## config.mk

```make
export PLATFORM = sky130hd
export DESIGN_NAME = ir_queue
export DESIGN_NICKNAME = d
export VERILOG_FILES = /design/src/rtl/ir_queue.sv
export SDC_FILE = /design/constraint.sdc
export NUM_CORES = 1
export LEC_CHECK = 0
export CORE_ASPECT_RATIO = 2
export CORE_MARGIN = 1
export CORE_UTILIZATION = 52
export CTS_CLUSTER_SIZE = 40
export DETAILED_ROUTE_END_ITERATION = 7
export PLACE_DENSITY_LB_ADDON = 0.2
export SYNTH_ARGS = -nofsm -noshare
export SYNTH_HDL_FRONTEND = slang
export SYNTH_SLANG_ARGS = --single-unit
```

## constraint.sdc

```tcl
create_clock -name clk -period 2.5 [get_ports clk]
set_input_delay 0.5 -clock clk [delete_from_list [all_inputs] [get_ports clk]]
set_output_delay 0.5 -clock clk [all_outputs]
set_load 0.05 [all_outputs]
```

## src/rtl/ir_queue.sv

```systemverilog
// ir_queue: DEPTH-entry FWFT queue of {pc, instr} between fetch and decode
module ir_queue #(
  parameter int IW = 32,
  parameter int AW = 32,
  parameter int DEPTH = 4,
  parameter logic [IW-1:0] NOP = IW'(32'h00000013)
) (
  input  logic                       clk,
  input  logic                       rst_n,
  input  logic                       flush,
  input  logic                       in_valid,
  output logic                       in_ready,
  input  logic [IW-1:0]              in_instr,
  input  logic [AW-1:0]              in_pc,
  output logic                       out_valid,
  input  logic                       out_ready,
  output logic [IW-1:0]              out_instr,
  output logic [AW-1:0]              out_pc,
  output logic [$clog2(DEPTH+1)-1:0] count
);
  localparam int PW = $clog2(DEPTH);
  localparam int CW = $clog2(DEPTH + 1);
  logic [IW-1:0] mem_instr [DEPTH];
  logic [AW-1:0] mem_pc [DEPTH];
  logic [PW-1:0] wr_ptr, rd_ptr;
  logic push, pop;
  // handshakes and head presentation come only from registered state
  always_comb begin
    in_ready  = count != CW'(DEPTH);
    out_valid = count != '0;
    push      = in_valid & in_ready;
    pop       = out_valid & out_ready;
    out_instr = out_valid ? mem_instr[rd_ptr] : NOP;
    out_pc    = out_valid ? mem_pc[rd_ptr] : '0;
  end
  // pointers, occupancy and storage; flush outranks push and pop
  always_ff @(posedge clk or negedge rst_n) begin
    if (!rst_n) begin
      wr_ptr <= '0;
      rd_ptr <= '0;
      count  <= '0;
      for (int i = 0; i < DEPTH; i++) begin
        mem_instr[i] <= NOP;
        mem_pc[i]    <= '0;
      end
    end else if (flush) begin
      wr_ptr <= '0;
      rd_ptr <= '0;
      count  <= '0;
    end else begin
      if (push) begin
        mem_instr[wr_ptr] <= in_instr;
        mem_pc[wr_ptr]    <= in_pc;
        wr_ptr            <= wr_ptr + 1'b1;
      end
      if (pop) rd_ptr <= rd_ptr + 1'b1;
      count <= count + CW'(push) - CW'(pop);
    end
  end
endmodule

```

Word level (Yosys, flattened, before mapping) --
Cells that the tools add are included.
Cells by class: add/sub/neg operators 4, magnitude comparators 3, equality and inequality tests 1, multiplexer cells 17, bitwise gates (word level) 5, reductions and logical operators 5
Operator list (count):
- bitwise mux 128 bit | 2
- two-way mux 32 bit | 7
- binary-select mux 32 bit (select 2 bit) | 2
- demux 32 bit (select 2 bit) | 1
- two-way mux 2 bit | 4
- greater-or-equal comparator 3 bit, second input constant | 2
- NOT 2 -> 3 bit | 2
- adder 2 x 1 -> 2 bit, second input constant | 2
- nonzero test 2 bit | 2
- adder 3 x 1 -> 3 bit | 1
- less-than comparator 3 x 1 -> 1 bit, second input constant | 1
- two-way mux 3 bit | 1
- != test 3 bit, second input constant | 1
- nonzero test 3 bit | 1
- subtractor 3 x 1 -> 3 bit | 1
- AND 1 bit | 2
- AND reduction 2 bit | 1
- logical AND 1 bit | 1
- NOT 1 bit | 1
Word-level totals: flip-flop bits (word level) 263, bits of input ports 69, output and inout bits 69, logic and storage cells 46

Depth between registers and ports, before layout --
Gate-level depths: netlist of the first run.
word-level depth 6, depth in mapped cells 12, depth with buffers taken out 11

Least setup slack after synthesis of the first run --
Ideal clock, no wire load.
path kind reg-to-reg, from register count[2], to register count[2], setup time 0.086 ns, data arrival time 2.710 ns, required time 2.414 ns, setup slack -0.296 ns, stages on the path, launching flop included 13, path buffers 1, clock period less this slack 2.796 ns, cell sequence dfrtp_1 -> or3b_1 -> buf_6 -> and2_2 -> inv_1 -> ha_1 -> inv_1 -> ha_1 -> inv_1 -> fa_1 -> xor2_1 -> and2_1 -> nor3_1
Between the ends: cells in the longest elaborated chain, start to end 5, elaborated cells between the ends (all ways) 7, classes of those cells 2 x add/sub; 1 x eq/ne; 1 x mux; 2 x bitwise; 1 x reduce/logical
RTL lines:
- start, declared | RTL line 19 | output logic [$clog2(DEPTH+1)-1:0] count
- start signal, assigned | RTL line 57 | count <= count + CW'(push) - CW'(pop);
- != test 3 bit | RTL line 29 | in_ready = count != CW'(DEPTH);
- net in_ready | RTL line 12 | output logic in_ready,
- AND 1 bit | RTL line 31 | push = in_valid & in_ready;
- adder 3 x 1 -> 3 bit | RTL line 57
- subtractor 3 x 1 -> 3 bit | RTL line 57
- two-way mux 3 bit | RTL line 46 | end else if (flush) begin
The timed path passes the listed nets, and every way through them passes these cells. A chain may end at the register's enable or synchronous reset.

Worst setup path in the final report of the first run --
from register rd_ptr[0], to output out_instr[4]
Between the ends: cells in the longest elaborated chain, start to end 5
RTL lines:
- start, declared | RTL line 25 | logic [PW-1:0] wr_ptr, rd_ptr;
- start signal, assigned | RTL line 56 | if (pop) rd_ptr <= rd_ptr + 1'b1;
- NOT 2 -> 3 bit (not written as such) | RTL line 33 | out_instr = out_valid ? mem_instr[rd_ptr] : NOP;
- binary-select mux 32 bit (select 2 bit) | RTL line 33
- two-way mux 32 bit (not written as such) (2 in a row) | RTL line 33
- two-way mux 32 bit | RTL line 33
- end, declared | RTL line 17 | output logic [IW-1:0] out_instr,
Every way passes these cells. The select of a mux whose other input is x is not followed.

==> results of run 1 <==
==> timing repair <==
item / CTS / global route
cloned: 7 / 2
endpoints found under the setup margin: 65 / 66
endpoints found under the hold margin: 46 / 0
setup buffers: 13 / 4
resized for setup: 104 / 16
hold buffers: 1 / 0
==> cell families (layout without fill, tap and decap cells) <==
| kind of cell | after synthesis | after routing |
|---|---|---|
| xor gates and xnor gates | 2 | 2 |
| adders and majority gates | 7 | 7 |
| and+or+nand+nor | 84 | 84 |
| AOI/OAI and AO/OA | 5 | 5 |
| muxes | 320 | 320 |
| DFF | 263 | 263 |
| buffers and inverters | 57 | 240 |
==> where the power goes <==
| part | leakage [µW] | internal [µW] | switching [µW] |
|---|---|---|---|
| Sequential | 0.00328 | 6200 | 1180 |
| Clock | 0.000417 | 2270 | 1650 |
| Combinational | 0.00352 | 6740 | 5630 |
| Total | 0.00721 | 15200 | 8460 |
==> cell usage after synthesis, drive strengths merged (3+ instances only) <==
cell,instances
dfstp,12
mux2,256
mux4,64
ha,6
or2,3
buf,39
inv,7
clkbuf,11
dfrtp,251
and3,4
and2,63
nor2,4
==> final cells by class <==
cell class | instances | area share
well taps | 336 | 0.0259
clock buffers | 36 | 0.0460
inverters | 7 | 0.00162
multi-input cells | 418 | 0.371
repair buffers | 190 | 0.144
clock inverters | 7 | 0.00547
flip-flops and latches | 263 | 0.407
==> per-layer routing <==
layer / part of all wire / vias to the layer above
li1: - / 2996
met1: 0.39 / 3789
met2: 0.55 / 144
met3: 0.035 / 42
met4: 0.023 / 0
met5: 0 / -
==> critical path, stage by stage (launching register included) <==
cell     delay, ps
dfrtp_4        510
buf_12         150
buf_16         140
mux4_2         430
or2_2          310
buf_6          170
==> per-stage QoR <==
step	std cells	setup TNS [ps]	hold slack [ps]	total power [µW]
floorplan	738	-55.7	204	15100
global placement	1189	0	461	17500
finish	1257	-11170	495	23700
global route	1257	-14440	524	24700
detailed placement	1189	-35.4	472	17900
CTS	1253	-13120	506	23700
==> final timing paths <==
path | from | end | slack (ps) | depth (start not counted)
min in group clk | mem_instr[63]$_DFFE_PN0P_ | mem_instr[63]$_DFFE_PN0P_ | 500 | 1
worst min register to register | mem_instr[63]$_DFFE_PN0P_ | mem_instr[63]$_DFFE_PN0P_ | 500 | 1
worst max register to register | count[0]$_DFF_PN0_ | count[2]$_DFF_PN0_ | 140 | 11
worst min-delay path | rst_n | mem_pc[39]$_DFFE_PN0P_ | 500 | 2
max in group asynchronous | rst_n | mem_instr[33]$_DFFE_PN1P_ | 1210 | 3
worst max-delay path | rd_ptr[0]$_DFFE_PN0P_ | out_instr[4] | -240 | 5
==> registers in the layout, indices dropped and copies added, names as in the netlist <==
signal	flops
mem_instr	128
count	3
rd_ptr	2
wr_ptr	2
mem_pc	128
==> key figures, run 1 <==
Global route
  • First-pass GRT wire length: 48400 µm
  • GR peak layer: met2
  • Gr ovfl total: 0
  • GR Util met3: 0.0349
  • GR Layer Usage met1: 0.302
  • Vias in the first global route: 8268
  • Initial antenna violation count: 0
  • Largest net degree at the start of global routing: 72
  • Gr usage total: 0.248
  • M2 GR Usage: 0.448

Pwr
  • Pwr dens: 1460 mW/mm²
  • VDD IR max: 0.862 mV
  • P_leak: 0.00721 µW

Final layout
  • Area of the multi-input gates: 0.00602 mm²
  • Core Util, Final: 0.649
  • Post-route cell area: 0.0163 mm²
  • ANT cells: 0
  • Most common cell after layout, fill and taps aside: dfrtp_1
  • Fill count: 1804
  • Fin nets: 981
  • Commonest non-fill, non-tap cells in the layout: 246 x dfrtp_1, 240 x mux2_4, 70 x clkdlybuf4s50_1, 64 x mux4_2, 44 x and2_4
  • Layout area overhead: 23.2%
  • Share of cells above drive strength 1: 0.597
  • Register area: 0.00661 mm²

Place
  • Place WS: -35.4 ps
  • Global placement routability congestion: 0.784
  • Area after DPL: 0.0146 mm²
  • Post-DP HPWL: 18200 µm
  • Port bufs: 137

Synth
  • Simple-Gate Fraction of Synth Area: 0.0408
  • Xor and xnor area share after synthesis: 0.00133
  • Synth Flop Type: dfrtp_1
  • Dominant cell type by area after synthesis: dfrtp_1
  • Syn nets: 814
  • Largest family of logic cells by synthesized area: multiplexers
  • Netlist cell types: 31
  • Synth area leaders: dfrtp_1 48%, mux2_4 27%, mux4_2 11%, buf_12 4.2%, and2_1 2.9%
  • Post-synth EDFFs: 0
  • Synth top area share: 0.476
  • Flops & latches, synth: 263
  • Synthesized cell area: 0.0132 mm²
  • Part of the Yosys area used for sequential elements: 0.500
  • Compound-Gate Fraction of Synth Area: 0.00228
  • Post-synthesis mux area share: 0.396
  • Post-Synthesis Cells: 738
  • Asr flop ratio synth: 1.00
  • Adder-cell area share of the yosys netlist: 0.00721
  • Syn avg cell area: 17.9 µm²
  • Yosys warnings: 0

Drt
  • Via count: 6971
  • Final WL: 30800 µm
  • Vias/cell: 5.55
  • Routed WL per cell: 24.5 µm
  • Detailed-router iteration count before antenna repair: 4
  • Antenna viol nets, final: 0
  • Drt first-iter violations: 291
  • Drt drc: 0

Worst setup path
  • Critical Path Sink Type: output port
  • Startpoint Class: register
  • WP data arrival: 2240 ps
  • Critical path class: reg -> out
  • Critical path fanouts, max: 6
  • CP required: 2000 ps

Timing
  • F_max: 365 MHz
  • Final setup margin: -241 ps
  • Final hold vios: 0
  • Headroom to the max-slew limit: 0.659
  • # setup viols final: 64
  • Tcrit/Tclk final: 1.10
  • RSZ-0062 raised after global routing: yes
  • Final slew viol count: 0
  • Worst-Margin Slew: 512 ps
  • Layout Skew: 9.15 ps
  • Tmin final: 2740 ps

Flow run
  • Number of max-cap violations: 0

Run status
  • Status: finished, violations left
  • Violated checks: negative setup slack

CTS
  • Clock latency on the worst-skew pair: 530 ps
  • Total CTS buffers: 25
  • Clock Sinks: 263
  • H-tree depth: 1
  • Worst-case clock buffer depth: 3
  • Root buf cell: clkbuf_16
  • Reg clk slew, reported paths: 60 ps
  • CTS tree: yes

Worst hold path
  • Hold Crit Class: in -> async

Die
  • Core Rows: 82
  • Die ar.: 0.0261 mm²
  • Ports: 138
  • Initial Utilization: 0.527
  • Core Area: 0.0250 mm²
  • Die height: 227 µm
  • Die width: 115 µm
No activity file was read; power rests on OpenSTA's default activity.
==> run 2: changes to the inputs <==
CORE_MARGIN = not set   (was 1)
PLACE_DENSITY_LB_ADDON = 0.12   (was 0.2)
==> run 2 against run 1 <==
The run still ends with negative setup slack left. Clock-buffer cell count fell by 1. Die area did not move. Combinational power about the same. Register-to-register slack is essentially flat. Setup slack improved by 82 ps. Global-route usage decreased by 0.41 points. Design area fell by 0.12%.
==> key figures, run 2 (same netlist as run 1, synthesis figures left out) <==
Worst setup path
  • Startpoint Class: register
  • CP max stage cell: mux4_2
  • Critical Path Sink Type: output port
  • Critical path class: reg -> out
  • Worst-path cell chain: buf_8 -> buf_16 -> mux4_2 -> and2_4 -> buf_6
  • CP required: 2000 ps
  • WP data arrival: 2160 ps
  • Worst Reg-to-Reg Cells: 11
  • Register-to-register setup slack: 130 ps
  • CP peak stage delay: 510 ps
  • R2r startpoint: count[0]$_DFF_PN0_
  • Critical path fanouts, max: 8
  • RR Endpoint: count[2]$_DFF_PN0_

Place
  • Area after DPL: 0.0147 mm²
  • Global placement routability congestion: 0.764
  • Port bufs: 137
  • Post-DP HPWL: 18000 µm
  • Placed Cells incl. Taps: 1194

Timing
  • RSZ-0062 raised after global routing: yes
  • Worst-Margin Slew: 548 ps
  • Final slew viol count: 0
  • Tcrit/Tclk final: 1.06
  • Headroom to the max-slew limit: 0.634
  • # setup viols final: 64
  • Final setup margin: -159 ps
  • Final hold vios: 0
  • F_max: 376 MHz
  • Tmin final: 2660 ps
  • Layout Skew: 14.8 ps

CTS
  • Clock latency on the worst-skew pair: 540 ps
  • Reg clk slew, reported paths: 60 ps
  • Total CTS buffers: 25
  • CTS tree: yes
  • Clock Sinks: 263
  • Root buf cell: clkbuf_16
  • Worst-case clock buffer depth: 3
  • H-tree depth: 1

Final layout
  • Non-Filler Instances: 1253
  • Fin nets: 974
  • Layout area overhead: 23.0%
  • Share of cells above drive strength 1: 0.614
  • Core Util, Final: 0.648
  • Most common cell after layout, fill and taps aside: dfrtp_1
  • Post-route cell area: 0.0162 mm²
  • Commonest non-fill, non-tap cells in the layout: 246 x dfrtp_1, 240 x mux2_4, 70 x clkdlybuf4s50_1, 64 x mux4_2, 62 x and2_4
  • Largest registers: mem_instr: 128 flops, mem_pc: 128 flops, count: 3 flops

Pwr
  • Pwr dens: 1450 mW/mm²
  • P_leak: 0.00720 µW
  • VDD IR max: 1.49 mV

Die
  • Die width: 115 µm
  • Core Rows: 82
  • Die height: 227 µm
  • Ports: 138
  • Die ar.: 0.0261 mm²
  • Core Area: 0.0250 mm²
  • Initial Utilization: 0.527

Run status
  • Violated checks: negative setup slack
  • Status: finished, violations left

Flow run
  • Number of max-cap violations: 0

Global route
  • Initial antenna violation count: 2
  • Gr ovfl total: 0
  • Vias in the first global route: 8083
  • First-pass GRT wire length: 47600 µm
  • Largest net degree at the start of global routing: 103
  • Gr usage total: 0.243

Drt
  • Vias/cell: 5.55
  • Via count: 6957
  • Drt first-iter violations: 289
  • Final WL: 29900 µm
  • Routed WL per cell: 23.9 µm
  • Antenna viol nets, final: 0
  • Detailed-router iteration count before antenna repair: 4
  • Drt drc: 0

Worst hold path
  • Hold Crit Class: in -> async
[run 2: per-stage QoR]
| step | worst slack (ps) | hold slack [ps] | TNS [ps] | total power (µW) |
|---|---|---|---|---|
| finish | -159 | 438 | -8290 | 23600 |
| global route | -222 | 467 | -11960 | 24700 |
| CTS | -214 | 440 | -10590 | 23800 |
| detailed placement | -33.6 | 419 | -33.6 | 18000 |
| global placement | 7.81 | 413 | 0 | 17600 |
| floorplan | -55.7 | 204 | -55.7 | 15100 |
[run 2: layout make-up]
| cell class | instances | area, µm² |
|---|---|---|
| timing repair buffer | 183 | 2270 |
| clock buffer | 35 | 723 |
| fill | 1861 | 8800 |
| tap | 336 | 420 |
| antenna | 2 | 5.00 |
| inverter | 7 | 26.3 |
| clock inverter | 9 | 103 |
| sequential | 263 | 6610 |
| multi-input combinational | 418 | 6070 |
[run 2: worst max path at each step]
stage                                      from            endpoint  cells past startpoint
after floorplan              count[0]$_DFF_PN0_  count[2]$_DFF_PN0_                     12
after global placement                 in_valid  count[2]$_DFF_PN0_                     11
after detailed placement              out_ready  count[2]$_DFF_PN0_                     11
after CTS                 rd_ptr[0]$_DFFE_PN0P_          out_pc[27]                      6
after global routing      rd_ptr[0]$_DFFE_PN0P_       out_instr[27]                      5
final                     rd_ptr[0]$_DFFE_PN0P_       out_instr[28]                      5
[run 2: metal layers]
metal,wire (µm),track usage,vias to the layer above
met5,0,0,-
li1,-,-,2998
met4,755,0.0762,0
met1,12000,0.308,3763
met3,1040,0.0309,44
met2,16100,0.433,152
[run 2: critical path: cells and delay by family, from the launching register on]
kind	cells	cell delay (ps)
flip-flops	1	490
buffers and inverters	3	450
multiplexers	1	510
AND/OR/NAND/NOR	1	170
[run 2: what timing repair did]
item	4_1_cts	5_1_grt
gates resized for setup	151	10
endpoints found under the setup margin	65	64
buffers inserted	8	0
cloned	6	0
hold buffers	1	0
hold endpoints to repair	40	0
[run 2: where the power goes]
part           internal (µW)  total [µW]  switching [µW]
registers               6190        7330            1130
clock network           2220        3870            1650
logic                   6840       12400            5570
